[config.mk]
export PLATFORM = sky130hd
export DESIGN_NAME = rf_write_arbiter
export DESIGN_NICKNAME = d
export VERILOG_FILES = /design/src/rtl/rf_write_arbiter_pkg.sv /design/src/rtl/rr_arbiter2.sv /design/src/rtl/rf_write_arbiter.sv
export SDC_FILE = /design/constraint.sdc
export NUM_CORES = 1
export LEC_CHECK = 0
export ABC_AREA = 1
export CELL_PAD_IN_SITES_DETAIL_PLACEMENT = 1
export CELL_PAD_IN_SITES_GLOBAL_PLACEMENT = 1
export CORE_MARGIN = 4
export CORE_UTILIZATION = 25
export DETAILED_ROUTE_END_ITERATION = 10
export PLACE_DENSITY_LB_ADDON = 0.1
export SLEW_MARGIN = 20
export SYNTH_ARGS = -nofsm -noshare
export SYNTH_HDL_FRONTEND = slang
export SYNTH_SLANG_ARGS = --single-unit
[constraint.sdc]
create_clock -name clk_i -period 1.8 [get_ports clk_i]
set_clock_uncertainty 0.1 [all_clocks]
set_input_delay 0.36 -clock clk_i [delete_from_list [all_inputs] [get_ports clk_i]]
set_output_delay 0.36 -clock clk_i [all_outputs]
set_load 0.05 [all_outputs]
[src/rtl/rf_write_arbiter_pkg.sv]
// Shared definitions for the register-file write arbiter: default sizes and FSM encoding.
package rf_write_arbiter_pkg;

    localparam int unsigned DefDataW   = 8;
    localparam int unsigned DefAddrW   = 3;
    localparam int unsigned DefNumRegs = 8;

    typedef enum logic {
        StRun   = 1'b0,
        StClear = 1'b1
    } state_e;

endpackage

[src/rtl/rr_arbiter2.sv]
// Two-way round-robin arbiter. The priority flop points at the requester that wins a tie;
// it flips to the other requester after every grant and holds on idle cycles.
module rr_arbiter2 (
    input  logic       clk_i,
    input  logic       reset_i,
    input  logic [1:0] valid_i,
    input  logic       enable_i,
    output logic [1:0] ready_o,
    output logic [1:0] grant_o,
    output logic       prio_o
);

    logic prio_q, prio_d;

    // Ready does not depend on the requester's own valid, only on the competitor's.
    always_comb begin
        ready_o[0] = enable_i & (~prio_q | ~valid_i[1]);
        ready_o[1] = enable_i & (prio_q | ~valid_i[0]);
        grant_o    = ready_o & valid_i;
        prio_d     = prio_q;
        if (grant_o[0]) begin
            prio_d = 1'b1;
        end else if (grant_o[1]) begin
            prio_d = 1'b0;
        end
    end

    // Priority register.
    always_ff @(posedge clk_i or posedge reset_i) begin
        if (reset_i) begin
            prio_q <= 1'b0;
        end else begin
            prio_q <= prio_d;
        end
    end

    assign prio_o = prio_q;

endmodule

[src/rtl/rf_write_arbiter.sv]
// Register-file write-port owner: arbitrates two requesters round-robin and runs a
// sequencer that zeroes every register on command. All register-file outputs are registered.
module rf_write_arbiter
    import rf_write_arbiter_pkg::*;
#(
    parameter int unsigned DATA_W   = DefDataW,
    parameter int unsigned ADDR_W   = DefAddrW,
    parameter int unsigned NUM_REGS = DefNumRegs
) (
    input  logic              clk_i,
    input  logic              reset_i,
    input  logic              clr_start_i,
    output logic              clr_busy_o,
    input  logic              r0_valid_i,
    output logic              r0_ready_o,
    input  logic [ADDR_W-1:0] r0_addr_i,
    input  logic [DATA_W-1:0] r0_data_i,
    input  logic              r1_valid_i,
    output logic              r1_ready_o,
    input  logic [ADDR_W-1:0] r1_addr_i,
    input  logic [DATA_W-1:0] r1_data_i,
    output logic              rf_load_o,
    output logic [ADDR_W-1:0] rf_address_o,
    output logic [DATA_W-1:0] rf_d_in_o,
    output logic              last_grant_o
);

    localparam logic [ADDR_W-1:0] LastAddr = ADDR_W'(NUM_REGS - 1);

    state_e            state_q, state_d;
    logic [ADDR_W-1:0] cnt_q, cnt_d;
    logic              load_q, load_d;
    logic [ADDR_W-1:0] addr_q, addr_d;
    logic [DATA_W-1:0] data_q, data_d;
    logic              busy_q, busy_d;
    logic              lg_q, lg_d;

    logic       arb_enable;
    logic [1:0] arb_ready;
    logic [1:0] arb_grant;
    logic       arb_prio;

    // A clear request takes the cycle, so nobody may be handed the port alongside it.
    assign arb_enable = (state_q == StRun) & ~clr_start_i;

    rr_arbiter2 u_arb (
        .clk_i    (clk_i),
        .reset_i  (reset_i),
        .valid_i  ({r1_valid_i, r0_valid_i}),
        .enable_i (arb_enable),
        .ready_o  (arb_ready),
        .grant_o  (arb_grant),
        .prio_o   (arb_prio)
    );

    // Next-state: arbitrate in RUN, walk every address writing zero in CLEAR.
    always_comb begin
        state_d = state_q;
        cnt_d   = cnt_q;
        load_d  = 1'b0;
        addr_d  = addr_q;
        data_d  = data_q;
        busy_d  = busy_q;
        lg_d    = lg_q;
        unique case (state_q)
            StRun: begin
                if (clr_start_i) begin
                    state_d = StClear;
                    cnt_d   = '0;
                    busy_d  = 1'b1;
                end else if (arb_grant[0]) begin
                    load_d = 1'b1;
                    addr_d = r0_addr_i;
                    data_d = r0_data_i;
                    lg_d   = 1'b0;
                end else if (arb_grant[1]) begin
                    load_d = 1'b1;
                    addr_d = r1_addr_i;
                    data_d = r1_data_i;
                    lg_d   = 1'b1;
                end
            end
            StClear: begin
                load_d = 1'b1;
                addr_d = cnt_q;
                data_d = '0;
                cnt_d  = cnt_q + 1'b1;
                // clr_start is ignored here; the walk always finishes at the last address.
                if (cnt_q == LastAddr) begin
                    state_d = StRun;
                    busy_d  = 1'b0;
                end
            end
            default: state_d = StRun;
        endcase
    end

    // FSM, clear counter and registered register-file outputs.
    always_ff @(posedge clk_i or posedge reset_i) begin
        if (reset_i) begin
            state_q <= StRun;
            cnt_q   <= '0;
            load_q  <= 1'b0;
            addr_q  <= '0;
            data_q  <= '0;
            busy_q  <= 1'b0;
            lg_q    <= 1'b0;
        end else begin
            state_q <= state_d;
            cnt_q   <= cnt_d;
            load_q  <= load_d;
            addr_q  <= addr_d;
            data_q  <= data_d;
            busy_q  <= busy_d;
            lg_q    <= lg_d;
        end
    end

    assign r0_ready_o   = arb_ready[0];
    assign r1_ready_o   = arb_ready[1];
    assign rf_load_o    = load_q;
    assign rf_address_o = addr_q;
    assign rf_d_in_o    = data_q;
    assign clr_busy_o   = busy_q;
    assign last_grant_o = lg_q;

endmodule

# == Yosys cells after proc, flatten, opt, wreduce, memory -nomap -nowiden ==
# Cells that the tools add are included.
# classes
bitwise,11
reduce_logical,4
eq_ne,5
muxes,24
addsub,1
# op_table
operator,count
8-bit two-way mux,3
8-bit case mux with 2 select lines,1
3-bit two-way mux,4
3-bit case mux with 2 select lines,2
1-bit two-way mux,11
1-bit case mux with 2 select lines,3
1-bit NOT,5
"2-bit != test, second input constant",2
2-bit AND reduction,2
"3-bit by 1-bit adder with 3-bit output, second input constant",1
1-bit AND,3
"3-bit equality test, second input constant",1
"3-bit != test, second input constant",1
3-bit AND reduction,1
2-bit AND,1
"2-bit by 1-bit != test with 1-bit output, second input constant",1
1-bit OR,2
2-bit nonzero test,1
# word_totals
regBits,19
out_inout_bits,16
word_cells,53

# == Longest topological paths before layout ==
# Gate-level depths: netlist of run 1.
# depth
ltp_word,8
mapped_depth,8
ltp_nobuf,7

# == By module ==
# Synthesis of run 1 repeated with hierarchy kept, for this count alone.
# hier_totals
cells_unflattened,133
area_unflattened_um2,992.2
# modules_own_cells
mod,area_per_inst_um2,cells_per_inst,n_inst
rf_write_arbiter,907.1,119,1
rr_arbiter2,85.1,14,1

# == Least setup slack after synthesis of run 1 ==
# No wires, ideal clock.
# synth_path
path_type,register -> output
from,register state_q
to,output port r1_ready_o
slack_ps,-109
required_ps,1340
arrival_time_ps,1449
n_path_buf,1
path_stages_with_launch,5
path_cell_list,dfrtp_1 buf_6 inv_2 nand2_2 a21oi_1
# synth_between
elab_chain_len,3
# synth_lines
element,line_no,source
"start, declared",rf_write_arbiter.sv:30,"state_e state_q, state_d;"
"start signal, assigned",rf_write_arbiter.sv:101,state_q <= StRun;
"start signal, assigned",rf_write_arbiter.sv:109,state_q <= state_d;
1-bit NOT (no source line),--,
1-bit AND,rf_write_arbiter.sv:44,assign arb_enable = (state_q == StRun) & ~clr_start_i;
1-bit AND,rr_arbiter2.sv:18,ready_o[1] = enable_i & (prio_q | ~valid_i[0]);
"end, declared",rf_write_arbiter.sv:19,"output logic r1_ready_o,"
# No other way between the ends.

# == Worst setup path after layout of run 1 ==
# layout_path
from,input port r0_valid_i
to,output port r1_ready_o
# layout_between
elab_chain_len,3
# layout_lines
element,line_no,source
"start, declared",rf_write_arbiter.sv:14,"input logic r0_valid_i,"
1-bit NOT,rr_arbiter2.sv:18,
1-bit OR,rr_arbiter2.sv:18,
1-bit AND,rr_arbiter2.sv:18,
# No other way between the ends.

==> summary by stage, run 1 <==
STA
The number of hold-slack violations in the final timing report is 0. The final setup violation count is 0. Static timing analysis puts the maximum clock frequency at 0.5699 GHz.

The final critical-path share of the clock period is 97.48%. The clock period could shrink to 1.755 ns. The worst pin sits at a relative slew slack of 80.89%.

The worst hold-check slack is 0.3253 ns. The number of max-slew violations in the final report is 0. At the pin with the least slew margin, the transition time is 0.2857 ns. In the post-route analysis, the smallest setup slack over all paths is 0.04537 ns.

Synth
Synthesis handed over a netlist of 123 instances. The number of synthesis warnings is 0. In this run, synthesis produced a sequential element count of 19. Summed over all instances, the cell type with the most area after synthesis is sky130_fd_sc_hd__dfrtp_1. The netlist uses 19 different library cells. The post-synthesis instance area is 1045 um2. The share of the Yosys chip area taken by registers is 45.51%. After synthesis, the cell types taking the most area are sky130_fd_sc_hd__dfrtp_1 (46%), sky130_fd_sc_hd__nand2_1 (13%), sky130_fd_sc_hd__inv_1 (6.1%). The fraction of post-synthesis cell area in the top cell type by area is 45.51%. Counting every net in the synthesized netlist gives 153. The post-synthesis average cell area is 8.494 um2.

Worst setup path
The worst register-to-register path begins at cnt_q[0]. The sort of element at the end of the critical path is a primary output. Setup slack on the worst reg-to-reg path comes out at 0.41 ns. The startpoint type of the worst setup path is an input pin. The depth of the most critical reg-to-reg path is 3. In this run the number of cells on the critical path is 3.

The data arrival time of the critical path is 1.29 ns. The data required time of the critical path is 1.34 ns. The number of buffers and inverters on the critical path is 2. On the critical path, the stage with the largest delay is an instance of sky130_fd_sc_hd__clkdlybuf4s50_1. In this run the critical register-to-register path is captured at cnt_q[2]. Traced cell by cell, the critical path runs through clkdlybuf4s50_1 > a21oi_4 > buf_12. The largest incremental delay on the critical path is 0.55 ns. By startpoint and endpoint, the worst setup path is classified as in -> out. Broken down by cell family, the worst path's largest delay share belongs to buffers and inverters. Of all nets on the critical path, the largest fanout is 4.

Die
The height of the die is 72.65 um. Once the floorplan was initialized, standard cells occupied 25.93% of the core. The die boundary width is 72.65 um. The core region area is 4029 um2. The floorplan has 23 rows.

During I/O placement, the number of pins put on the boundary was 43. The die area is 5277 um2.

Global routing
The number of antenna violations at the first check in global routing is 0. The number of global-route vias before repair came to 1035. The pin count of the biggest net entering global routing is 22.

Across every metal layer, demand over resource in global routing totals 12.65%. The total overflow left after global routing is 0. The first global-routing pass estimated 5.119 mm of wire.

Outcome
The run finished with clean final reports.

Power and ir drop
The worst vdd rail ir drop is 0.5987 mV. The analysis attributes to cell leakage a power of 0.8154 nW. Dividing total power by cell area gives a power density of 1258 nW/um2.

Placement
The last weighted congestion value of the routability-driven placer is 0.7233. The post-detailed-placement half-perimeter wirelength is 2.359 mm. Prior to clock tree synthesis, the placed netlist has a worst setup slack of -0.04028 ns. The number of input and output port buffers inserted is 42.

Routing
The detailed-routing iteration count for the pre-antenna-repair pass is 4. The DRC marker count from the first detailed-route iteration is 18. The vias after detailed routing is 980. The final routed DRC violation total is 0. The count of nets left with antenna violations once routing finished came out at 0. The via count normalized by instance count is 4.375. The total length of routed wires is 2.993 mm. Dividing the detail-routed wire length by the instance count gives 13.36 um.

CTS
The number of clock sinks is 19. The tree is rooted in a sky130_fd_sc_hd__clkbuf_8. In this run, CTS created clock tree buffers numbering 3. The deepest clock path buffer count is 2.

The later pin in the worst-skew pair is clocked with a latency of 0.26 ns. The setup fix buffers added after clock tree synthesis is 0. The clock-pin slew on the worst setup and hold paths is 0.08 ns. In this run the number of H-tree levels came out at 1. The CTS tree is done.

Job
Max-cap violations in this run came to 0.

Cells and area
The number of nets in the layout is 205. 0 antenna diodes ended up in the layout. The filler cell count is 486.

In the layout the commonest cells are sky130_fd_sc_hd__nand2_1 (36), sky130_fd_sc_hd__clkdlybuf4s50_1 (24), sky130_fd_sc_hd__buf_4 (23). The commonest non-fill, non-tap cell in the layout is sky130_fd_sc_hd__nand2_1. The growth of design area from synthesis to finish is 53.05%. Cells with a size suffix above 1 make up 25.29% of the layout.

Worst hold path
The tightest min-delay check is of the in -> async type.
state kept, by name, indices dropped and copies added, names as in the netlist:
register      cells
rf_load_o         1
clr_busy_o        1
cnt_q             3
rf_d_in_o         8
u_arb.prio_o      1
rf_address_o      3
state_q           1
last_grant_o      1
cell type report:
class	instances	area (um2)	area share (%)
multi-input combinational	81	459.2	28.72
inverter	18	67.56	4.225
sequential	19	475.5	29.73
timing repair buffer	52	489.2	30.59
clock buffer	4	45.04	2.817
tap	50	62.56	3.912
synth_stat cells:
| library cell | count |
|---|---|
| sky130_fd_sc_hd__a21oi_1 | 4 |
| sky130_fd_sc_hd__a22o_1 | 3 |
| sky130_fd_sc_hd__buf_6 | 5 |
| sky130_fd_sc_hd__dfrtp_1 | 19 |
| sky130_fd_sc_hd__ha_1 | 3 |
| sky130_fd_sc_hd__inv_1 | 17 |
| sky130_fd_sc_hd__inv_2 | 1 |
| sky130_fd_sc_hd__nand2_1 | 37 |
| sky130_fd_sc_hd__nand2_2 | 1 |
| sky130_fd_sc_hd__nand3_1 | 5 |
| sky130_fd_sc_hd__nand3_4 | 1 |
| sky130_fd_sc_hd__nand4_1 | 3 |
| sky130_fd_sc_hd__nor2_1 | 10 |
| sky130_fd_sc_hd__nor2_2 | 1 |
| sky130_fd_sc_hd__nor2_4 | 2 |
| sky130_fd_sc_hd__nor2_8 | 1 |
| sky130_fd_sc_hd__o21ai_0 | 3 |
| sky130_fd_sc_hd__o21ai_1 | 2 |
| sky130_fd_sc_hd__o21ai_2 | 5 |
how the worst max path moves through the flow:
stage | start | endpoint
2_1_floorplan | state_q | r1_ready_o
3_3_place_gp | r1_valid_i | r0_ready_o
3_5_place_dp | r1_valid_i | rf_d_in_o[2]
4_1_cts | r0_valid_i | r1_ready_o
5_1_grt | r0_valid_i | r1_ready_o
6_report | r0_valid_i | r1_ready_o
routing by layer:
metal  vias to the layer above  routed length, um  part of all wire (%)  GRT usage (%)
met3                         2                198                   6.6          3.306
met4                         0                 17                  0.57          4.918
li1                        484                  -                     -              -
met2                        29               1518                    51          20.04
met1                       465               1259                    42          16.43
met5                         -                  0                     0              0
metrics by stage:
| stage | total power [mW] | setup TNS [ns] | area, um2 | instances | utilization [%] |
|---|---|---|---|---|---|
| 2_1_floorplan | 1.340 | 0 | 1049 | 123 | - |
| 3_3_place_gp | 1.679 | 0 | 1535 | 220 | 38.11 |
| 3_5_place_dp | 1.712 | -0.1409 | 1535 | 220 | 38.11 |
| 4_1_cts | 2.038 | 0 | 1583 | 224 | 39.29 |
| 5_1_grt | 2.141 | -0.002322 | 1599 | 224 | 39.69 |
| 6_report | 2.011 | 0 | 1599 | 224 | 39.69 |
worst min-delay path, cell delays in order:
cell and delay (ns):
sky130_fd_sc_hd__clkdlybuf4s50_1 0.40, sky130_fd_sc_hd__inv_1 0.05, sky130_fd_sc_hd__buf_4 0.26
what timing repair did:
action,CTS,global route
hold buffers,0,0
resized for setup,2,4
setup endpoints to repair,1,2
where the power goes:
group          switching (mW)  leakage, nW  internal, mW
clock network           0.152       0.0228         0.158
registers               0.106        0.238         0.572
logic                   0.639        0.555         0.385
cell families (layout without fill, tap and decap cells):
group | Yosys count | in the layout | synth area share (%)
and+or+nand+nor | 61 | 61 | 28.02
buffers and inverters | 23 | 74 | 11.86
DFF | 19 | 19 | 45.51
AOI/OAI and AO/OA | 17 | 17 | 11.02
adders and majority gates | 3 | 3 | 3.593
Note: power is estimated with default switching activity, not from simulation.
==> run 2: changes to the inputs <==
--- a/config.mk
+++ b/config.mk
@@ -6,6 +6,7 @@
 export NUM_CORES = 1
 export LEC_CHECK = 0
 export ABC_AREA = 1
+export CAP_MARGIN = 10
 export CELL_PAD_IN_SITES_DETAIL_PLACEMENT = 1
 export CELL_PAD_IN_SITES_GLOBAL_PLACEMENT = 1
 export CORE_MARGIN = 4
==> results of run 2 <==
Final layout, timing and power as in run 1 (identical DEF).
==> run 3: changes to the inputs <==
--- a/config.mk
+++ b/config.mk
@@ -12,6 +12,7 @@
 export CORE_MARGIN = 4
 export CORE_UTILIZATION = 25
 export DETAILED_ROUTE_END_ITERATION = 10
+export GPL_TIMING_DRIVEN = 0
 export PLACE_DENSITY_LB_ADDON = 0.1
 export SLEW_MARGIN = 20
 export SYNTH_ARGS = -nofsm -noshare
==> summary by stage, run 3 (synthesized netlist as in run 1, its figures left out) <==
Cells and area
The filler cell count is 490 (was 486). The number of nets in the layout is 202 (was 205). The final standard cell area without fillers is 1593 um2 (was 1599 um2).

Most frequent cells in the layout: sky130_fd_sc_hd__nand2_1 (36), sky130_fd_sc_hd__clkdlybuf4s50_1 (24), sky130_fd_sc_hd__dfrtp_1 (19) (was sky130_fd_sc_hd__nand2_1 (36), sky130_fd_sc_hd__clkdlybuf4s50_1 (24), sky130_fd_sc_hd__buf_4 (23)). The antenna diode instance count came to 0 (unchanged). The fraction of final layout cells sized beyond drive strength 1 is 15.79% (was 25.29%).

The growth of design area from synthesis to finish was 52.46% (was 53.05%). The number of flip-flops in the largest register is 8 (unchanged). The end-of-flow core utilization is 39.53% (was 39.69%).

The commonest non-fill, non-tap cell in the layout is sky130_fd_sc_hd__nand2_1 (unchanged). The final non-filler cell total was 221 (was 224).

Power and ir drop
The total power is 1.948 mW (was 2.011 mW). The static power due to leakage came to 0.8222 nW (was 0.8154 nW). The worst vdd rail ir drop is 0.4661 mV (was 0.5987 mV). The power per cell area was 1223 nW/um2 (was 1258 nW/um2).

CTS
The clock root buffer is sky130_fd_sc_hd__clkbuf_8 (unchanged). The total clock buffers created by CTS is 3 (unchanged). The H-tree depth is 1 (unchanged). The clock-pin slew on the worst setup and hold paths is 0.08 ns (about the same). The CTS tree is done (unchanged).

The number of clock sinks is 19 (unchanged). The cts-stage hold buffer count is 0 (unchanged). The deepest clock path buffer count is 2 (unchanged). The source-to-sink clock delay at the later pin of the worst-skew pair is 0.25 ns (was 0.26 ns).

Job
The number of violations of the max-capacitance limit was 0 (unchanged).

Die
The die boundary width is 72.65 um (unchanged). The die area came to 5277 um2 (unchanged). The height of the die came to 72.65 um (unchanged). The number of placement rows is 23 (unchanged).

The core region area came to 4029 um2 (unchanged). The number of top-level pins is 43 (unchanged). The effective utilization at floorplan is 25.93% (unchanged).

Global routing
The total track usage is 11.90% (was 12.65%). The pin count of the biggest net entering global routing is 20 (was 22). The first-pass GRT wire length is 4.871 mm (was 5.119 mm). The number of antenna violations at the first check in global routing is 0 (unchanged). The aggregate global routing overflow is 0 (unchanged). The number of global-route vias before repair is 1001 (was 1035).

Worst setup path
The data required time of the critical path is 1.34 ns (about the same). The buffering stage count on the worst path with inverters included is 3 (was 2). The largest incremental delay on the critical path is 0.54 ns (was 0.55 ns). The class of the most critical setup path is in -> out (unchanged).

The startpoint type of the worst setup path is an input pin (unchanged). Critical path, cell by cell: clkdlybuf4s50_1 > nand2_2 > nand2_1 > inv_1 > buf_4 (was clkdlybuf4s50_1 > a21oi_4 > buf_12). The highest-delay cell along the critical path is sky130_fd_sc_hd__clkdlybuf4s50_1 (unchanged). The sort of element at the end of the critical path is a primary output (unchanged). The data arrival time of the critical path was 1.26 ns (was 1.29 ns). The largest fanout on the critical path is 3 (was 4). The dominant delay contributor by cell family on the critical path is buffers and inverters (unchanged).

Placement
The cell count after placement is 215 (was 220). The number of input and output port buffers inserted is 42 (unchanged). The setup slack at placement is -0.6936 ns (was -0.04028 ns).

The post-detailed-placement half-perimeter wirelength is 2.156 mm (was 2.359 mm). The placed standard-cell area is 1531 um2 (was 1535 um2). The last weighted congestion value of the routability-driven placer was 0.7507 (was 0.7233).

Outcome
Outcome: finished, final reports clean (unchanged).

STA
The final critical path time including I/O delays and setup was 1.716 ns (was 1.755 ns). The final critical-path share of the clock period is 95.32% (was 97.48%). The number of hold-slack violations in the final timing report came to 0 (unchanged). The post-route worst setup slack is 0.08429 ns (was 0.04537 ns). The peak clock frequency supported by timing came to 0.5828 GHz (was 0.5699 GHz). The worst-margin pin slew was 0.7844 ns (was 0.2857 ns). Setup repair after global routing left no endpoint under its margin.

The max-slew headroom at the worst pin is 47.65% (was 80.89%). The number of max-slew violations in the final report is 0 (unchanged). The final setup violation count is 0 (unchanged).

Routing
The final routed DRC violation total is 0 (unchanged). The routed wire length per instance is 13.12 um (was 13.36 um). The DRC marker count from the first detailed-route iteration is 30 (was 18). The detailed-routing iteration count for the pre-antenna-repair pass is 3 (was 4). The remaining antenna violation count after routing is 0 (unchanged). The via count normalized by instance count is 4.357 (was 4.375). The total length of routed wires is 2.900 mm (was 2.993 mm).

The vias after detailed routing was 963 (was 980).

Worst hold path
The type of the worst min-delay path is reg -> reg (was in -> async).
[run 3: cell types whose count changed in the layout (fill, tap and decap cells not counted), sizes merged]
cell,delta
dlygate4sd2,+16
clkinv,+1
buf,-17
dlymetal6s2s,-2
clkbuf,-1
[run 3: final timing paths]
check / start / end / slack (ns) / cells after the start
hold / removal: rf_d_in_o[0] / rf_d_in_o[0] / 0.38 / 2
hold reg to reg: rf_d_in_o[0] / rf_d_in_o[0] / 0.38 / 2
setup / recovery: r1_valid_i / r0_ready_o / 0.08 / 5
min in group asynchronous: reset_i / rf_load_o / 0.45 / 2
max in group asynchronous: reset_i / u_arb.prio_o / 0.66 / 2
setup reg to reg: state_q / rf_address_o[0] / 0.32 / 9
[run 3: layout make-up]
type	instances	area (um2)	area share, %
clock inverters	1	5.005	0.3142
plain buffers	5	60.06	3.771
multi-input cells	81	464.2	29.14
well taps	50	62.56	3.928
clock buffers	3	41.29	2.592
repair buffers	44	414.1	26.00
inverters	18	70.07	4.399
flip-flops and latches	19	475.5	29.85
[run 3: through the flow]
stage               hold WS (ns)  setup TNS [ns]
global placement          0.3657          -1.768
detailed placement        0.3692          -1.794
global route              0.4134               0
floorplan                 0.2111               0
finish                    0.3770               0
CTS                       0.3859               0
[run 3: tightest hold or removal path, delay by kind of cell, from the launching register on]
kind               cells  cell delay [ns]
AOI/OAI and AO/OA      1             0.05
DFF                    1             0.34
and+or+nand+nor        1             0.06
[run 3: timing repair]
item,in CTS,in global routing
gates cloned,0,0
buffers inserted,2,0
endpoints found under the setup margin,16,1
gates resized for setup,30,4
pin swaps,2,0
[run 3: per-layer routing]
layer / track usage [%] / vias up / wire, um
li1: - / 478 / -
met3: 2.893 / 2 / 164
met5: 0 / - / 0
met2: 17.94 / 27 / 1355
met4: 3.689 / 0 / 19
met1: 16.75 / 456 / 1360
[run 3: power by group]
group	internal, mW	leakage [nW]	switching [mW]	total, mW
Clock	0.154	0.0255	0.151	0.305
Combinational	0.339	0.559	0.642	0.981
Sequential	0.572	0.238	0.0906	0.662
